==> src/rtl/change_dispenser.sv <==
// change_dispenser: pays a change amount out as single coins (20/10/5 cents)
// from three finite tubes. It selects greedily, tracks the tube inventory and
// reports either exact completion (done) or a rejection/shortfall (err).
module change_dispenser #(
  parameter int N20_INIT = 8,
  parameter int N10_INIT = 8,
  parameter int N5_INIT  = 8,
  parameter int CNT_W    = 4
) (
  input  logic             clk,
  input  logic             rst,
  input  logic             req,
  input  logic [5:0]       amount,
  input  logic             refill,
  input  logic             coin_ack,
  output logic             busy,
  output logic             coin_valid,
  output logic [4:0]       coin_val,
  output logic             done,
  output logic             err,
  output logic [5:0]       rem,
  output logic [CNT_W-1:0] cnt20,
  output logic [CNT_W-1:0] cnt10,
  output logic [CNT_W-1:0] cnt5
);

  typedef enum logic [2:0] {
    S_IDLE,
    S_SELECT,
    S_EMIT,
    S_DONE,
    S_ERR
  } state_t;

  localparam logic [CNT_W-1:0] INIT20 = CNT_W'(N20_INIT);
  localparam logic [CNT_W-1:0] INIT10 = CNT_W'(N10_INIT);
  localparam logic [CNT_W-1:0] INIT5  = CNT_W'(N5_INIT);
  localparam logic [CNT_W-1:0] ONE    = CNT_W'(1);

  state_t     state, state_n;
  logic [4:0] pick;
  logic [4:0] coin_val_n;
  logic       amount_ok;
  logic       ack_now;
  logic       last_coin;

  // Payout amount is accepted only if it is a multiple of 5 within 0..60.
  always_comb begin
    amount_ok = (amount <= 6'd60) && ((amount % 6'd5) == 6'd0);
  end

  // Greedy choice: largest in-stock coin that does not exceed the remainder.
  always_comb begin
    pick = 5'd0;
    if (rem >= 6'd20 && cnt20 != '0)      pick = 5'd20;
    else if (rem >= 6'd10 && cnt10 != '0) pick = 5'd10;
    else if (rem >= 6'd5 && cnt5 != '0)   pick = 5'd5;
  end

  // Next-state and next coin presentation.
  // NOTE: every signal assigned here gets a default first, so no path through
  // the case statement can leave a value unassigned and infer a latch.
  always_comb begin
    state_n    = state;
    coin_val_n = 5'd0;
    ack_now    = 1'b0;
    last_coin  = (rem == {1'b0, coin_val});
    case (state)
      S_IDLE: begin
        if (req) state_n = amount_ok ? S_SELECT : S_ERR;
      end
      S_SELECT: begin
        if (rem == 6'd0) begin
          state_n = S_DONE;
        end else if (pick != 5'd0) begin
          state_n    = S_EMIT;
          coin_val_n = pick;
        end else begin
          state_n = S_ERR;
        end
      end
      S_EMIT: begin
        if (coin_ack) begin
          ack_now = 1'b1;
          // The final coin goes straight to DONE; no extra SELECT is needed.
          state_n = last_coin ? S_DONE : S_SELECT;
        end else begin
          coin_val_n = coin_val;
        end
      end
      S_DONE:  state_n = S_IDLE;
      S_ERR:   state_n = S_IDLE;
      default: state_n = S_IDLE;
    endcase
  end

  // State and registered outputs; outputs are derived from the next state so
  // they line up with the state they describe.
  // NOTE: sequential state uses non-blocking assignments so every register
  // samples values from before the edge, independent of statement order.
  always_ff @(posedge clk or posedge rst) begin
    if (rst) begin
      state      <= S_IDLE;
      busy       <= 1'b0;
      coin_valid <= 1'b0;
      coin_val   <= 5'd0;
      done       <= 1'b0;
      err        <= 1'b0;
      rem        <= 6'd0;
    end else begin
      state      <= state_n;
      busy       <= (state_n != S_IDLE);
      coin_valid <= (state_n == S_EMIT);
      coin_val   <= coin_val_n;
      done       <= (state_n == S_DONE);
      err        <= (state_n == S_ERR);
      if (state == S_IDLE && req)  rem <= amount;
      else if (ack_now)            rem <= rem - {1'b0, coin_val};
    end
  end

  // Tube inventory: refill only in IDLE, decrement on each acknowledged coin.
  always_ff @(posedge clk or posedge rst) begin
    if (rst) begin
      cnt20 <= INIT20;
      cnt10 <= INIT10;
      cnt5  <= INIT5;
    end else if (state == S_IDLE && refill) begin
      cnt20 <= INIT20;
      cnt10 <= INIT10;
      cnt5  <= INIT5;
    end else if (ack_now) begin
      case (coin_val)
        5'd20:   cnt20 <= cnt20 - ONE;
        5'd10:   cnt10 <= cnt10 - ONE;
        5'd5:    cnt5  <= cnt5 - ONE;
        default: ;
      endcase
    end
  end

endmodule

==> config.mk <==
export PLATFORM = sky130hd
export DESIGN_NAME = change_dispenser
export DESIGN_NICKNAME = d
export VERILOG_FILES = /design/src/rtl/change_dispenser.sv
export SDC_FILE = /design/constraint.sdc
export NUM_CORES = 1
export LEC_CHECK = 0
export BUFFER_PORTS_ARGS = -buffer_cell sky130_fd_sc_hd__buf_4
export CAP_MARGIN = 10
export CORE_AREA = 3 3 77 79
export DETAILED_ROUTE_END_ITERATION = 16
export DIE_AREA = 0 0 80 82
export MAX_ROUTING_LAYER = met4
export PLACE_DENSITY = 0.63
export REMOVE_ABC_BUFFERS = 1
export SLEW_MARGIN = 5
export SYNTH_ARGS = -nofsm -noshare
export SYNTH_HDL_FRONTEND = slang
export SYNTH_SLANG_ARGS = --single-unit
==> constraint.sdc <==
create_clock -name clk -period 2.1 [get_ports clk]
set_input_delay 0.63 -clock clk [delete_from_list [all_inputs] [get_ports clk]]
set_output_delay 0.63 -clock clk [all_outputs]
set_load 0.05 [all_outputs]
==> flow_metrics.env <==
export IMPL_final_common_cell="buf_4"
export IMPL_routed_wl_mm=5.46
export IMPL_irDropWorstVdd_mv=0.723
export IMPL_seqPwrFrac_pct=25.1
export IMPL_fin_area_um2=2900
export IMPL_leakagePower_uw=0.00134
export IMPL_seq_area_frac_synth_pct=34.8
export IMPL_finalNonFillerCells=371
export IMPL_ys_top_cells_by_area="dfrtp_1 (31%), ha_1 (6.0%), nor2_1 (4.8%)"
export IMPL_coreArea_um2=5410
export IMPL_min_period_ps=2310
export IMPL_cts_made_buffers=5
export IMPL_die_h_um=82
export IMPL_clk_path_buf_depth=2
export IMPL_yosysTopAreaCellShare_pct=31.0
export IMPL_path_cells="buf_12, nand2b_4, o22ai_2, a21o_2, inv_2, ha_4, or2_4, o22ai_4, nor3_4, a21o_2, a32oi_4, a31o_1"
export IMPL_ys_types=61
export IMPL_p_sw_share_pct=43.6
export IMPL_synth_ff_type="dfrtp_1"
export IMPL_status="complete, but fails checks"
export IMPL_drc_errors=0
export IMPL_synth_edf_count=0
export IMPL_min_path_type="input port to asynchronous set/reset pin"
export IMPL_wl_per_cell_um=14.7
export IMPL_timing_hold_ws_ps=414
export IMPL_slew_violations=0
export IMPL_slowest_delay_ps=260
export IMPL_drtPass1Iterations=4
export IMPL_crit_fanout=5
export IMPL_maxSlewHeadroom_pct=71.1
export IMPL_pre_cts_ws_ps=-682
export IMPL_crit_slowest_cell="or2_4"
export IMPL_num_vias=1946
export IMPL_clkPwrFrac_pct=20.6
export IMPL_synth_warnings=0
export IMPL_grt_total_usage_pct=17.7
export IMPL_grt_pass1_wl_mm=8.82
export IMPL_die_w_um=80
export IMPL_internal_power_uw=1890
export IMPL_antenna_left=0
export IMPL_gp_congestion=0.855
export IMPL_insertedDiodeCount=0
export IMPL_hpwl_mm=4.02
export IMPL_synth_top_cell_by_area="dfrtp_1"
export IMPL_die_area_um2=6560
export IMPL_start_util_pct=38.8
export IMPL_cp_end_kind="flop"
export IMPL_overflow=0
export IMPL_start_kind="input port"
export IMPL_final_period_utilization_pct=110
export IMPL_cts_htree_levels=2
export IMPL_cts_root_buf="clkbuf_8"
export IMPL_rows=27
export IMPL_violations="setup timing"
export IMPL_placed_cell_area_um2=2610
export IMPL_ios=38
export IMPL_layout_common_cells="buf_4 (67), nor2_1 (26), dfrtp_1 (26)"
export IMPL_cts_tree="done"
export IMPL_dp_cells=361
export IMPL_fin_ws_ps=-206
export IMPL_syn_area_um2=2100
export IMPL_clk_latency_ps=280
export IMPL_avgSynthCellArea_um2=9.04
export IMPL_cpMostUsedCell="a21o_2"
export IMPL_grt_pass1_vias=1823
export IMPL_synthArstFlopShare_pct=100
export IMPL_syn2layout_area_growth_pct=38.0
export IMPL_clkSlewWorstSetupHoldPaths_ps=70
export IMPL_drive_above_1_share_pct=38.8
export IMPL_fin_nets=320
export IMPL_tightest_slew_ps=430
export IMPL_path_class="input port to flop"
export IMPL_drtIter0Drc=82
export IMPL_port_buffers=37
export IMPL_vias_per_cell=5.25
export IMPL_hold_violations=0
export IMPL_fmax_mhz=434
export IMPL_grt_max_degree=30
export IMPL_clock_skew_ps=7.27
export IMPL_setup_viol=3
export IMPL_switchingPower_uw=1460
export IMPL_netlist_instances=232
export IMPL_numClockSinks=29
export IMPL_synth_seq_cells=29
export IMPL_power_frac_comb_pct=54.4
export IMPL_crit_required_ps=2320
export IMPL_hold_buffers=0
export IMPL_rsz0062_at_grt="yes"
export IMPL_power_density_nw_per_um2=1160
export IMPL_drv_cap=0
export IMPL_antenna_found_initial=0
export IMPL_arrival_ps=2520
[state kept, by name, indices dropped and copies added (netlist names)]
| register | cells |
|---|---|
| coin_val | 4 |
| state | 3 |
| busy | 1 |
| done | 1 |
| err | 1 |
| cnt5 | 4 |
| rem | 6 |
| cnt10 | 4 |
| coin_valid | 1 |
| cnt20 | 4 |
[critical path, delay by kind of cell]
kind | cells | cell delay (ps)
AOI/OAI and AO/OA | 6 | 1060
adders and majority gates | 1 | 170
buffers and inverters | 2 | 170
and+or+nand+nor | 3 | 490
[final timing paths]
check	from	endpoint	slack, ps	cells past startpoint
max	amount[4]	state[0]$_DFF_PP0_	-210	12
min	rst	cnt20[2]$_DFFE_PP0P_	410	3
max reg2reg	rem[4]$_DFFE_PP0P_	busy$_DFF_PP0_	70	6
min reg2reg	cnt20[0]$_DFFE_PP0P_	cnt20[0]$_DFFE_PP0P_	540	1
max in group asynchronous	rst	cnt10[3]$_DFFE_PP1P_	1370	3
min in group clk	cnt20[0]$_DFFE_PP0P_	cnt20[0]$_DFFE_PP0P_	540	1
[layout make-up]
class	instances	area (µm²)
Fill cell	488	2510
Multi-Input combinational cell	172	1320
Tap cell	72	90.1
Clock buffer	5	68.8
Inverter	20	75.1
Timing Repair Buffer	70	546
Clock inverter	3	65.1
Sequential cell	29	729
[layer usage]
layer | global-route usage, % | vias up | share of wire, % | routed length (µm)
met1 | 24.1 | 935 | 46 | 2540
li1 | - | 955 | - | -
met3 | 2.85 | 7 | 5.3 | 287
met4 | 5.57 | 0 | 1.3 | 72
met2 | 27.2 | 49 | 47 | 2570
met5 | - | - | 0 | 0
[timing repair]
item	4_1_cts	5_1_grt
pin swaps	16	10
gates cloned	0	0
hold endpoints to repair	0	0
endpoints found under the setup margin	3	4
gates resized for setup	18	10
buffers inserted	2	0
[synthesized netlist by cell type (3+ instances only)]
cell and instances:
xor2_1 5, o21ai_0 17, and3_1 5, nor2_1 27, nor3_1 7, inv_1 20
and2_1 3, a21o_2 3, buf_6 5, ha_1 10, dfrtp_1 26, o22ai_1 4
a22oi_1 4, a221o_1 3, nand2b_1 3, xnor2_1 4, a21oi_1 9, nand3_1 5
nor2b_1 4, dfstp_2 3, nand2_1 12
[logic make-up after synthesis]
logic type      synth area share [%]
compound gates                  19.3
xor+xnor                        3.76
fa+ha+maj                       6.92
buf+inv                         7.81
flops                           34.8
mux                             1.55
simple gates                    25.9
[power groups by stage]
stage	Sequential, µW	Combinational, µW	Clock [µW]
after floorplan	1190	774	0
after global placement	841	1720	0
after detailed placement	837	1740	0
after CTS	834	1780	704
after global routing	860	1990	729
final	840	1820	690
[metrics by stage]
stage | setup TNS [ps] | utilization (%) | total power [µW]
2_1_floorplan | -3160 | - | 1960
3_3_place_gp | -1810 | 48.3 | 2560
3_5_place_dp | -2020 | 48.3 | 2580
4_1_cts | -496 | 52.5 | 3320
5_1_grt | -922 | 53.6 | 3580
6_report | -602 | 53.6 | 3350
(Power assumes the default switching activity.)
